[src/rtl/instr_fetch_pkg.sv]
`default_nettype none
// ============================================================================
// Module   : riscv_structures (package)
// Brief    : Shared RISC-V fetch constants and the fetch packet type.
// Revision : 1.0
// ============================================================================
package riscv_structures;

  localparam int XLEN        = 32;
  localparam int INSTR_BYTES = 4;

  typedef struct packed {
    logic [XLEN-1:0] pc;
    logic [XLEN-1:0] instr;
  } fetch_pkt_t;

endpackage
`default_nettype wire

[src/rtl/instr_fetch_fifo.sv]
`default_nettype none
// ============================================================================
// Module   : fetch_fifo
// Brief    : Power-of-two prefetch FIFO of fetch packets with synchronous flush.
// Revision : 1.0
// ============================================================================
module fetch_fifo
  import riscv_structures::*;
#(
  parameter int DEPTH = 4
) (
  input  logic                     clk,
  input  logic                     rst_n,
  input  logic                     i_flush,
  input  logic                     i_push,
  input  fetch_pkt_t               i_data,
  input  logic                     i_pop,
  output fetch_pkt_t               o_head,
  output logic [$clog2(DEPTH):0]   o_count
);

  localparam int AW = $clog2(DEPTH);
  localparam logic [AW-1:0] c_ptr_one = 1;
  localparam logic [AW:0]   c_cnt_one = 1;

  logic [AW-1:0] r_wr_ptr;
  logic [AW-1:0] r_rd_ptr;
  logic [AW:0]   r_count;
  fetch_pkt_t    r_mem [DEPTH];

  // Pointers wrap naturally because DEPTH is a power of two.
  always_ff @(posedge clk or negedge rst_n) begin
    if (!rst_n) begin
      r_wr_ptr <= '0;
      r_rd_ptr <= '0;
      r_count  <= '0;
    end else if (i_flush) begin
      r_wr_ptr <= '0;
      r_rd_ptr <= '0;
      r_count  <= '0;
    end else begin
      if (i_push) r_wr_ptr <= r_wr_ptr + c_ptr_one;
      if (i_pop)  r_rd_ptr <= r_rd_ptr + c_ptr_one;
      case ({i_push, i_pop})
        2'b10:   r_count <= r_count + c_cnt_one;
        2'b01:   r_count <= r_count - c_cnt_one;
        default: r_count <= r_count;
      endcase
    end
  end

  always_ff @(posedge clk) begin
    if (i_push && !i_flush) r_mem[r_wr_ptr] <= i_data;
  end

  assign o_head  = r_mem[r_rd_ptr];
  assign o_count = r_count;

endmodule
`default_nettype wire

[src/rtl/instr_fetch.sv]
`default_nettype none
// ============================================================================
// Module   : instr_fetch
// Brief    : Sequential PC fetch with redirect, feeding a prefetch buffer.
// Revision : 1.0
// ============================================================================
module instr_fetch
  import riscv_structures::*;
#(
  parameter logic [31:0] RESET_PC = 32'h0000_0000,
  parameter int          DEPTH    = 4
) (
  input  logic        clk,
  input  logic        rst_n,
  output logic [31:0] imem_addr,
  input  logic [31:0] imem_rdata,
  input  logic        redirect_valid,
  input  logic [31:0] redirect_pc,
  output logic        out_valid,
  input  logic        out_ready,
  output logic [31:0] out_pc,
  output logic [31:0] out_instr,
  output logic [31:0] fetch_cnt
);

  localparam int CW = $clog2(DEPTH) + 1;
  localparam logic [CW-1:0]   c_depth       = CW'(DEPTH);
  localparam logic [XLEN-1:0] c_instr_bytes = XLEN'(INSTR_BYTES);
  localparam logic [31:0]     c_cnt_one     = 32'd1;

  logic [XLEN-1:0] r_pc;
  logic [31:0]     r_fetch_cnt;
  logic [CW-1:0]   w_count;
  logic            w_push;
  logic            w_pop;
  fetch_pkt_t      w_head;
  fetch_pkt_t      w_pkt;
  logic            w_unused_bits;

  // A full buffer still accepts a push when the head leaves in the same cycle.
  assign w_push = !redirect_valid &&
                  ((w_count < c_depth) || ((w_count == c_depth) && out_ready));
  assign w_pop  = out_valid && out_ready;

  assign w_pkt.pc    = r_pc;
  assign w_pkt.instr = imem_rdata;

  always_ff @(posedge clk or negedge rst_n) begin
    if (!rst_n) begin
      r_pc        <= RESET_PC;
      r_fetch_cnt <= '0;
    end else if (redirect_valid) begin
      r_pc        <= {redirect_pc[31:2], 2'b00};
    end else if (w_push) begin
      r_pc        <= r_pc + c_instr_bytes;
      r_fetch_cnt <= r_fetch_cnt + c_cnt_one;
    end
  end

  fetch_fifo #(
    .DEPTH (DEPTH)
  ) u_fifo (
    .clk     (clk),
    .rst_n   (rst_n),
    .i_flush (redirect_valid),
    .i_push  (w_push),
    .i_data  (w_pkt),
    .i_pop   (w_pop),
    .o_head  (w_head),
    .o_count (w_count)
  );

  assign imem_addr = r_pc;
  assign fetch_cnt = r_fetch_cnt;
  assign out_valid = (w_count != '0);
  // Masked so an empty buffer never exposes unreset storage.
  assign out_pc    = out_valid ? w_head.pc    : '0;
  assign out_instr = out_valid ? w_head.instr : '0;

  assign w_unused_bits = ^redirect_pc[1:0];

endmodule
`default_nettype wire
[config.mk]
export PLATFORM = sky130hd
export DESIGN_NAME = instr_fetch
export DESIGN_NICKNAME = d
export VERILOG_FILES = /design/src/rtl/instr_fetch_pkg.sv /design/src/rtl/instr_fetch_fifo.sv /design/src/rtl/instr_fetch.sv
export SDC_FILE = /design/constraint.sdc
export NUM_CORES = 1
export LEC_CHECK = 0
export BUFFER_PORTS_ARGS = -buffer_cell sky130_fd_sc_hd__buf_4
export CORE_MARGIN = 1
export CORE_UTILIZATION = 24
export DETAILED_ROUTE_END_ITERATION = 8
export GPL_TIMING_DRIVEN = 0
export PLACE_DENSITY = 0.49
export SYNTH_ARGS = -nofsm -noshare
export SYNTH_HDL_FRONTEND = slang
export SYNTH_SLANG_ARGS = --single-unit
[constraint.sdc]
create_clock -name clk -period 7.2 [get_ports clk]
set_input_delay 0.36 -clock clk [delete_from_list [all_inputs] [get_ports clk]]
set_output_delay 0.36 -clock clk [all_outputs]
set_load 0.05 [all_outputs]
-- Word-level counts from Yosys, hierarchy flattened
Memories as Yosys holds them, arrays and structs flattened.
Index checks and enable logic that the tools add are counted.
- register bits after elaboration: 71
- bits in writable memories: 256
- input port bits: 68
- output and inout port bits: 129
- memories kept: 1
- add/sub/neg operators: 6
- magnitude comparators: 1
- eq/ne operators: 3
- muxes and demuxes: 12
- bitwise logic cells: 1
- reductions and logical operators: 11
- memory list (name ; words ; width ; rd ports ; clocked after Yosys merged registers in ; wr ports ; line ; text):
    u_fifo.r_mem ; 4 ; 64 ; 1 ; 0 ; 1 ; instr_fetch_fifo.sv:29 ; fetch_pkt_t r_mem [DEPTH];
- operators by type and width (cell ; number):
    two-way mux 32 bit ; 4
    adder 32 x 1 -> 32 bit, second input constant ; 1
    adder 32 x 3 -> 32 bit, second input constant ; 1
    two-way mux 2 bit ; 4
    one-hot mux 3 bit (2 select lines) ; 1
    nonzero test 3 bit ; 2
    adder 2 x 1 -> 2 bit, second input constant ; 2
    logical AND 1 bit ; 4
    nonzero test 2 bit ; 2
    adder 3 x 1 -> 3 bit, second input constant ; 1
    == test 3 bit, second input constant ; 1
    less-than comparator 3 bit, second input constant ; 1
    two-way mux 3 bit ; 1
    subtractor 3 x 1 -> 3 bit, second input constant ; 1
    == test 2 x 1 -> 1 bit, second input constant ; 1
    == test 2 bit, second input constant ; 1
    two-way mux 1 bit ; 2
    AND reduction 2 bit ; 1
    logical NOT 1 bit ; 1
    logical OR 1 bit ; 1
    inverter 1 bit ; 1

-- Depth between registers and ports, before layout
Gate-level depths: netlist (run 1).
- depth after elaboration: 7
- depth in mapped cells: 10
- depth with buffers taken out: 8

-- Modules after synthesis
From an unflattened synthesis (run 1), not the netlist that was laid out.
- cells, all modules: 759
- area total of the unflattened synthesis: 13238.9 sq um
- modules (own cells, without submodules) (module ; times used ; cells an instance ; area each (sq um) ; sequential area each (sq um)):
    fetch_fifo ; 1 ; 375 ; 9656.8 ; 7862.5
    instr_fetch ; 1 ; 384 ; 3582.2 ; 1551.5

-- Worst setup path after synthesis (run 1)
No wires, ideal clock.
- kind: reg2reg
- from: register u_fifo.r_count[1] (netlist: u_fifo.o_count[1])
- to: memory u_fifo.r_mem[0][0] in the netlist's numbering, enable pin
- arrival time: 2.797 ns
- required time: 6.773 ns
- path slack: 3.976 ns
- stages on the path, launching flop included: 5
- path through: dfrtp_1 -> or3b_4 -> a21oi_2 -> buf_2 -> and2_1
- cells in the longest elaborated chain, start to end: 7
- elaborated cells on any way between the ends: 8
- ends and longest elaborated chain (what ; line ; text):
    start, declared ; instr_fetch_fifo.sv:28 ; logic [AW:0] r_count;
    start signal, assigned ; instr_fetch_fifo.sv:45 ; 2'b10: r_count <= r_count + c_cnt_one;
    start signal, assigned ; instr_fetch_fifo.sv:46 ; 2'b01: r_count <= r_count - c_cnt_one;
    start signal, assigned ; instr_fetch_fifo.sv:47 ; default: r_count <= r_count;
    branches (longest 2 deep; another with less-than comparator 3 bit) ; -- ;
    logical OR 1 bit (*) ; instr_fetch.sv:42 ; ((w_count < c_depth) || ((w_count == c_depth) && out_ready));
    logical AND 1 bit (*) ; instr_fetch.sv:41 ; assign w_push = !redirect_valid &&
    logical AND 1 bit (*) ; instr_fetch_fifo.sv:53 ; if (i_push && !i_flush) r_mem[r_wr_ptr] <= i_data;
    two-way mux 1 bit (*) ; instr_fetch_fifo.sv:53 ;
    two-way mux 1 bit (implied by the code) (*) ; instr_fetch_fifo.sv:53 ;
    end, declared ; instr_fetch_fifo.sv:29 ;
Every way passes the cells marked *.

-- Worst setup path after layout (run 1)
- from: register u_fifo.r_count[2] (netlist: u_fifo.o_count[2])
- to: output out_instr[8]
- cells in the longest elaborated chain, start to end: 2
- ends and longest elaborated chain (what ; line ; text):
    nonzero test 3 bit ; instr_fetch.sv:75 ; assign out_valid = (w_count != '0);
    two-way mux 32 bit ; instr_fetch.sv:78 ; assign out_instr = out_valid ? w_head.instr : '0;
    end, declared ; instr_fetch.sv:22 ; output logic [31:0] out_instr,
No other way between the ends.

==> results, run 1 <==
- The number of enable-type register cells in the synthesized netlist is 248.
- For the worst setup path, the data required time is 6840 ps.
- The total overflow left after global routing is 0.
- The cell type group with the largest total delay on the critical path is buffers and inverters.
- The number of buffers added to fix hold violations after cts is 46.
- The worst hold-check slack is 38.03 ps.
- Counting both buffers and inverters, the worst setup path holds a total of 4.
- The number of placement rows is 84.
- The height of the chip is 234.8 um.
- The congestion estimate from routability-driven global placement came to 0.7550.
- In the final routed layout, each cell accounts on average for 19.61 um.
- For this run, the leading register cell type out of synthesis is sky130_fd_sc_hd__edfxtp_1.
- The sum of negative setup slack is 0 ps.
- The proportion of synthesized chip area in sequential cells is 70.51%.
- From left edge to right edge, the die measures 234.8 um.
- The detailed-route via count is 7587.
- The wire length of the first global-routing pass is 52.24 mm.
- The path depth of the worst reg2reg path is 10.
- The tool flagged a number of max-cap violations equal to 0.
- The post-synthesis cell count is 777.
- Port buffering added 188 buffers.
- The number of buffers inserted to repair setup after CTS is 0.
- Walking the worst path, the cells encountered are clkbuf_1 -> or3_1 -> clkbuf_1 -> clkbuf_1 -> and2_1 -> buf_4.
- The worst hold path stage count is 3.
- The growth of design area from synthesis to finish is 32.35%.
- For this design the static power due to leakage is 6.251 nW.
- For the final database, setup skew stands at 27.05 ps.
- The starting density of the core is 24.51%.
- In this run, CTS created clock tree buffers numbering 39.
- The area of the multi-input gates is 3635 um^2.
- The global-route usage over all layers is 12.76%.
- The maximum level of the CTS H-tree is 2.
- Once the clock tree was built, the resizer swapped 0 gates to a different size.
- The post-detailed-route DRC marker count is 0.
- Among the stages of the critical path, the cell type that occurs most often is sky130_fd_sc_hd__clkbuf_1.
- The maximum number of buffers from clock root to sink is 3.
- STA classifies the critical path endpoint as a primary output.
- IR analysis of the VDD net gives a maximum drop of 0.1748 mV.
- The tightest min-delay check is of the primary input to flip-flop type.
- The synthesized netlist contains 37 unique library cells.
- The via density per instance is 4.274.
- The area enclosed by the die boundary is 55150 um^2.
- The post-synthesis cell area is 13010 um^2.
- The critical path is of the flip-flop to primary output type.
- The buffer cell driving the clock tree root is sky130_fd_sc_hd__clkbuf_16.
- Of all cell types, the one taking the most synthesized area is sky130_fd_sc_hd__edfxtp_1.
- Setup repair after global routing left no endpoint under its margin.
- For the finished layout, the period the worst path requires is 3613 ps.
- Averaged over all synthesized cells, the footprint is 16.75 um^2.
- The pin count of the biggest net entering global routing is 70.
- In the final design database the tool counted 1134 nets.
- The count of pins over their slew limit came to 0.
- The first routing iteration left 279 violations.
- In the final layout, the share of cells above drive strength 1 is 31.49%.
- Registers take 9174 um^2.
- The flow ran to the end, and the final reports show no timing, DRC or antenna violations.
- The clock-pin transition on the worst setup and hold timing paths is 60 ps.
- The initial antenna violation count came to 5.
- The met2 layer usage reported by global route is 20.63%.
- The layout filler cell count is 5207.
- The share of the clock period used by the worst path after layout is 50.18%.
- The power per unit of standard cell area is 384.9 nW/um^2.
- Summed over all nets, the half-perimeter wirelength after detailed placement is 22.05 mm.
- The number of nets with antenna violations after routing is 0.
- The clock latency at the later pin of the worst-skew pair is 560 ps.
- In the global route stage, met3 resource usage came out at 3.983%.
- Summed over its instances, the top area cell type makes up 57.24% of the synthesized netlist area.
- The clock sink count is 317.
- The routed design has 34.81 mm of wire.
- The global-route track usage on met1 is 16.52%.
- Of all nets on the critical path, the largest fanout is 10.
- The worst flop-to-flop path startpoint is u_fifo.o_count[2].
- Counting tap cells, the placed design contains a total of 1660 instances.
- The remaining max-slew budget at the tightest pin is 36.33%.
- Once layout is complete, the cells apart from fillers number 1775.
- The endpoint identified for the worst register-to-register timing path is u_fifo.o_count[1].
- Yosys printed 0 warnings.
- STA classifies the critical path startpoint as a flip-flop.
- The hold violation total from the final report was 0.
- Setup violations remaining at the end of the flow were counted as 0.
- TritonCTS built the clock tree.
- The flop-to-flop setup slack is 4100 ps.
- The highest-utilization routing layer at the global route stage is met2.
- The slew at the pin closest to its max-slew limit is 955.0 ps.
- The largest single stage delay on the critical path is 590 ps.
- At the worst endpoint, the arrival time is 3250 ps.
- The final design utilization is 32.44%.
- Ranked by instance count, the synthesized netlist is headed by 248 x sky130_fd_sc_hd__edfxtp_1, 73 x sky130_fd_sc_hd__and2_1, 69 x sky130_fd_sc_hd__dfrtp_1, 62 x sky130_fd_sc_hd__mux4_2, 51 x sky130_fd_sc_hd__nand2_1.
- For this design the top-level I/O count stands at 197.
- By area the synthesized netlist is led by sky130_fd_sc_hd__edfxtp_1 57%, sky130_fd_sc_hd__dfrtp_1 13%, sky130_fd_sc_hd__mux4_2 11%, sky130_fd_sc_hd__and2_1 3.5%, sky130_fd_sc_hd__xnor2_1 2.8%.
- In this run the standard cell core region covers 53080 um^2.
- By instance count, the leading cell after synthesis is sky130_fd_sc_hd__edfxtp_1.
- The number of global-route vias before repair is 8040.
- The flip-flop and latch count after synthesis is 317.
- In this run the most critical hold path is launched from redirect_pc[12].
- The fmax is 276.8 MHz.
- The endpoint of the worst hold path is imem_addr[12].
- Of all flip-flops after synthesis, the portion carrying an async set or reset was 21.77%.
- The first TritonRoute pass finished after 5 iterations.
- The cell with the biggest individual delay on the critical path is sky130_fd_sc_hd__clkbuf_1.
worst reg2reg max path: cells and delay by family, from the launching register on:
family / cells / cell delay (ps)
mux: 1 / 130
compound gates: 2 / 240
buf+inv: 2 / 1130
simple gates: 4 / 690
fa+ha+maj: 1 / 460
flops: 1 / 340
placed cells by master (no fill, tap or decap), types with 3 or more instances in the layout:
cell type                         n
sky130_fd_sc_hd__ha_1             6
sky130_fd_sc_hd__nand4_1         17
sky130_fd_sc_hd__xnor2_1         42
sky130_fd_sc_hd__xor2_1          21
sky130_fd_sc_hd__bufinv_16        7
sky130_fd_sc_hd__mux4_2          62
sky130_fd_sc_hd__clkinv_2         6
sky130_fd_sc_hd__clkbuf_1        28
sky130_fd_sc_hd__nand3_1         22
sky130_fd_sc_hd__buf_4          194
sky130_fd_sc_hd__and2_1          69
sky130_fd_sc_hd__clkinv_1         6
sky130_fd_sc_hd__mux2_2           4
sky130_fd_sc_hd__nand2_1         51
sky130_fd_sc_hd__and3_1          11
sky130_fd_sc_hd__dlygate4sd3_1   46
sky130_fd_sc_hd__nor2_1          23
sky130_fd_sc_hd__buf_2            8
sky130_fd_sc_hd__inv_1           10
sky130_fd_sc_hd__and2_4           4
sky130_fd_sc_hd__a21oi_1          3
sky130_fd_sc_hd__edfxtp_1       248
sky130_fd_sc_hd__nor4_1           5
sky130_fd_sc_hd__and4_1          10
sky130_fd_sc_hd__or3_1            4
sky130_fd_sc_hd__conb_1           4
sky130_fd_sc_hd__buf_16           4
sky130_fd_sc_hd__nor3_1           7
sky130_fd_sc_hd__o21ai_0         32
sky130_fd_sc_hd__dfrtp_1         69
sky130_fd_sc_hd__clkbuf_16       40
cell families after synthesis:
kind of cell               after synthesis  synth area share, %
AOI/OAI and AO/OA                       43                1.942
xor gates and xnor gates                63                4.241
adders and majority gates                7               0.7308
buffers and inverters                   51                1.721
DFF                                    317                70.51
muxes                                   68                11.23
other                                    1              0.02882
and+or+nand+nor                        227                9.597
routing by layer:
metal	up-vias	wire (um)
li1	3511	-
met1	3814	15600
met2	197	16330
met3	57	2166
met4	8	672
met5	-	47
layout make-up:
class                           instances  share of cell area [%]
Inverter                               10                  0.2180
Clock inverter                         26                   1.940
Clock buffer                           42                   5.856
Multi-Input combinational cell        412                   21.11
Antenna cell                            1                 0.01453
Tap cell                              688                   4.999
Buffer                                 41                   1.083
Timing Repair Buffer                  238                   11.51
Sequential cell                       317                   53.27
state kept, by name, indices dropped and copies added, names as in the netlist:
signal and flops:
u_fifo.r_mem 248, u_fifo.r_wr_ptr 2, imem_addr 30, fetch_cnt 32, u_fifo.r_rd_ptr 2, u_fifo.o_count 3
where the power goes:
group          total, W  switching, W  internal [W]
sequential      0.00238      0.000128       0.00225
clock           0.00207      0.000797       0.00127
combinational   0.00218       0.00144      0.000740
per-stage QoR:
step | area (um^2) | worst slack (ps) | power, W
6_report | 17220 | 3587 | 0.006628
5_1_grt | 17220 | 3293 | 0.006934
4_1_cts | 17220 | 3453 | 0.006759
3_5_place_dp | 15410 | 4056 | 0.004629
3_3_place_gp | 15290 | 2197 | 0.004607
2_1_floorplan | 13020 | 3976 | 0.003871
worst max path at each step:
stage | from | end | slack [ps] | cells after the start
floorplan | u_fifo.o_count[1] | u_fifo.r_mem[0][0] | 3980 | 4
global placement | u_fifo.o_count[1] | u_fifo.r_mem[3][11] | 2200 | 4
detailed placement | u_fifo.o_count[2] | out_pc[23] | 4060 | 6
CTS | u_fifo.o_count[2] | out_pc[23] | 3450 | 6
global route | u_fifo.o_count[2] | out_pc[23] | 3290 | 6
finish | u_fifo.o_count[2] | out_instr[8] | 3590 | 6
Power figures use the tool's default switching activity.
==> run 2, diff against run 1 <==
--- a/config.mk
+++ b/config.mk
@@ -10,7 +10,7 @@
 export CORE_UTILIZATION = 24
 export DETAILED_ROUTE_END_ITERATION = 8
 export GPL_TIMING_DRIVEN = 0
-export PLACE_DENSITY = 0.49
+export PLACE_DENSITY = 0.51
 export SYNTH_ARGS = -nofsm -noshare
 export SYNTH_HDL_FRONTEND = slang
 export SYNTH_SLANG_ARGS = --single-unit
==> constraint.sdc (replaced) <==
create_clock -name clk -period 3.2 [get_ports clk]
set_input_delay 0.16 -clock clk [delete_from_list [all_inputs] [get_ports clk]]
set_output_delay 0.16 -clock clk [all_outputs]
set_load 0.05 [all_outputs]
==> run 2 against run 1 <==
Net effect: flip-flop and latch count stayed put; first-iteration DRC count down 9.7%; sequential power rose by 130%; critical path type unchanged.
==> results, run 2 (synthesis results as in run 1) <==
- The post-detailed-route DRC marker count is 0 (unchanged).
- The number of placed I/O pins was 197 (unchanged).
- The power per unit of standard cell area is 833.9 nW/um^2 (was 384.9 nW/um^2).
- The number of I/O port buffers is 188 (unchanged).
- The maximum level of the CTS H-tree is 2 (unchanged).
- The worst path in the final design needs a cycle of 2969 ps, including I/O delays and setup.
- The die width was 234.8 um (unchanged).
- The final critical path takes up 92.79% of the cycle.
- The growth of design area from synthesis to finish was 32.45% (was 32.35%).
- Unrepaired setup endpoints after global routing: no (unchanged).
- The number of placed instances with taps included is 1660 (unchanged).
- For this run, the top clock speed supported by timing is 336.8 MHz.
- The area enclosed by the die boundary was 55150 um^2 (unchanged).
- The number of placement rows is 84 (unchanged).
- The worst flop-to-flop path startpoint is u_fifo.o_count[1] (was u_fifo.o_count[2]).
- The number of global-route vias before repair came to 8093 (was 8040).
- The clock sink count is 317 (unchanged).
- The max-capacitance violation count is 0 (unchanged).
- The largest fanout on the critical path was 10 (unchanged).
- The buffering stage count on the worst path with inverters included came to 3 (was 4).
- The largest register by flop count is u_fifo.r_mem (unchanged).
- The sum of negative setup slack was 0 ps (unchanged).
- The final non-filler cell total is 1792 (was 1775).
- Commonest cells after routing, fill and taps aside: 248 x sky130_fd_sc_hd__edfxtp_1, 194 x sky130_fd_sc_hd__buf_4, 69 x sky130_fd_sc_hd__and2_1, 69 x sky130_fd_sc_hd__dfrtp_1, 64 x sky130_fd_sc_hd__dlygate4sd3_1 (was 248 x sky130_fd_sc_hd__edfxtp_1, 194 x sky130_fd_sc_hd__buf_4, 69 x sky130_fd_sc_hd__and2_1, 69 x sky130_fd_sc_hd__dfrtp_1, 62 x sky130_fd_sc_hd__mux4_2).
- The number of setup violations in the final report was 0 (unchanged).
- The cell with the biggest individual delay on the critical path is sky130_fd_sc_hd__clkbuf_1 (unchanged).
- The starting density of the core is 24.51% (unchanged).
- The detailed placement HPWL came to 22.41 mm (was 22.05 mm).
- The worst setup path startpoint is u_fifo.r_rd_ptr[1] (was u_fifo.o_count[2]).
- The final total power came to 0.01437 W (was 0.006628 W).
- The layout filler cell count is 5255 (was 5207).
- The leftover overflow at the end of global routing is 0 (unchanged).
- The number of flip-flops under the largest register name is 248 (unchanged).
- The capturing point of the worst reg2reg path was u_fifo.r_mem[1][42] (was u_fifo.o_count[1]).
- The kind of end point of the critical path is a primary output (unchanged).
- The dominant cell type by count on the critical path is sky130_fd_sc_hd__clkbuf_1 (unchanged).
- The leakage dissipation is 6.258 nW (was 6.251 nW).
- The clock-pin transition on the worst setup and hold timing paths came to 60 ps (about the same).
- The post-detailed-route wirelength per cell came to 19.13 um (was 19.61 um).
- The kind of critical path is flip-flop to primary output (unchanged).
- The global-route usage over all layers is 12.54% (was 12.76%).
- The number of nets at the end of the flow is 1150 (was 1134).
- The fraction of final layout cells with drive strength greater than 1 came to 31.03% (was 31.49%).
- The critical path depth in cells was 5 (was 6).
- The hold violation total from the final report is 0 (unchanged).
- The maximum number of buffers from clock root to sink is 3 (unchanged).
- The longest individual stage delay on the worst path was 610 ps (was 590 ps).
- The most frequent standard cell in the layout excluding fill and tap cells is sky130_fd_sc_hd__edfxtp_1 (unchanged).
- The cell type group with the largest total delay on the critical path is buffers and inverters (unchanged).
- The via density per instance is 4.263 (was 4.274).
- The first-pass detailed-route iteration total is 6 (was 5).
- The count of pins over their slew limit came to 0 (unchanged).
- The worst min-delay path category is primary input to flip-flop (unchanged).
- The placeable core area is 53080 um^2 (unchanged).
- The CTS tree is built (unchanged).
- Outcome: completed (unchanged).
- The slew at the pin closest to its max-slew limit is 932.2 ps (was 955.0 ps).
- The buffer cell driving the clock tree root is sky130_fd_sc_hd__clkbuf_16 (unchanged).
- The worst endpoint data arrival time is 2810 ps (was 3250 ps).
- The remaining max-slew budget at the tightest pin is 37.85% (was 36.33%).
- The wire length of the first global-routing pass came to 51.69 mm (was 52.24 mm).
- The path depth of the worst reg2reg path came to 5 (was 10).
- The flop-to-flop setup slack is 470 ps (was 4100 ps).
- The clock latency at the later pin of the worst-skew pair came to 550 ps (was 560 ps).
- The worst path required time is 3040 ps (was 6840 ps).
- The number of nets with antenna violations after routing is 0 (unchanged).
- The number of CTS-inserted buffers came to 38 (was 39).
- The pin count of the biggest net entering global routing is 70 (unchanged).
- The detailed-route via count was 7640 (was 7587).
- The type of origin of the critical path is a flip-flop (unchanged).
- The routed wire length is 34.28 mm (was 34.81 mm).
- The initial DRC count is 252 (was 279).
- The routability congestion estimate from global placement is 0.7654 (was 0.7550).
- Cell-by-cell trace of the critical path: clkbuf_1 -> clkbuf_1 -> mux4_2 -> and2_1 -> buf_4 (was clkbuf_1 -> or3_1 -> clkbuf_1 -> clkbuf_1 -> and2_1 -> buf_4).
- The worst clock skew is 20.66 ps (was 27.05 ps).
- The final design utilization is 32.47% (was 32.44%).
- The maximum ir drop on the vdd rail is 0.5287 mV (was 0.1748 mV).
- The initial antenna violation count is 1 (was 5).
- The height of the chip was 234.8 um (unchanged).
- The end point of the critical path is out_pc[9] (was out_instr[8]).
==> run 2: how the worst min path moves through the flow <==
stage                                     end  depth (start not counted)            from
final                           imem_addr[30]                          3  redirect_valid
after global routing      u_fifo.r_mem[0][29]                          2  imem_rdata[29]
after CTS                       imem_addr[30]                          3  redirect_valid
after detailed placement        fetch_cnt[30]                          1           rst_n
after global placement          fetch_cnt[30]                          1           rst_n
after floorplan                  fetch_cnt[0]                          0           rst_n
==> run 2: area by class of cell <==
cell class                 count  area (um^2)  share of cell area, %
clock buffer                  43        991.0                  5.750
sequential                   317         9174                  53.23
multi-input combinational    412         3635                  21.09
antenna                        2        5.005                0.02904
clock inverter                24        177.7                  1.031
inverter                      10        37.54                 0.2178
timing repair buffer         256         2162                  12.55
buffer                        40        190.2                  1.104
tap                          688        860.8                  4.995
==> run 2: power by group <==
| group | switching [W] | internal (W) | total, W | leakage, nW |
|---|---|---|---|---|
| clock network | 0.00172 | 0.00239 | 0.00410 | 0.569 |
| logic | 0.00321 | 0.00168 | 0.00489 | 2.52 |
| registers | 0.000308 | 0.00507 | 0.00538 | 3.17 |
==> run 2: per-stage QoR <==
step                instance area (um^2)  hold slack, ps  setup WS (ps)
CTS                                17220           272.8          30.13
global route                       17230           333.1          28.42
global placement                   15300           360.0         -378.8
floorplan                          13030          -135.6          652.9
finish                             17230           256.4          230.6
detailed placement                 15410           365.3          130.7
==> run 2: routing by layer <==
layer / GRT usage, % / up-vias / wire, um
li1: - / 3539 / -
met1: 16.10 / 3866 / 15390
met2: 20.47 / 190 / 16080
met3: 3.430 / 45 / 2085
met4: 4.007 / 0 / 721
met5: 0 / - / 0
==> run 2: worst min-delay path: stages <==
cell,delay [ps]
sky130_fd_sc_hd__clkbuf_1,240
sky130_fd_sc_hd__inv_1,250
sky130_fd_sc_hd__a31oi_1,100
==> run 2: repair_timing <==
action                                 in CTS  in global routing
pin swaps                                   0                  0
endpoints found under the hold margin     229                  0
setup endpoints to repair                  58                 34
hold buffers                               64                  0
setup buffers                               0                  0
resized for setup                           3                  6
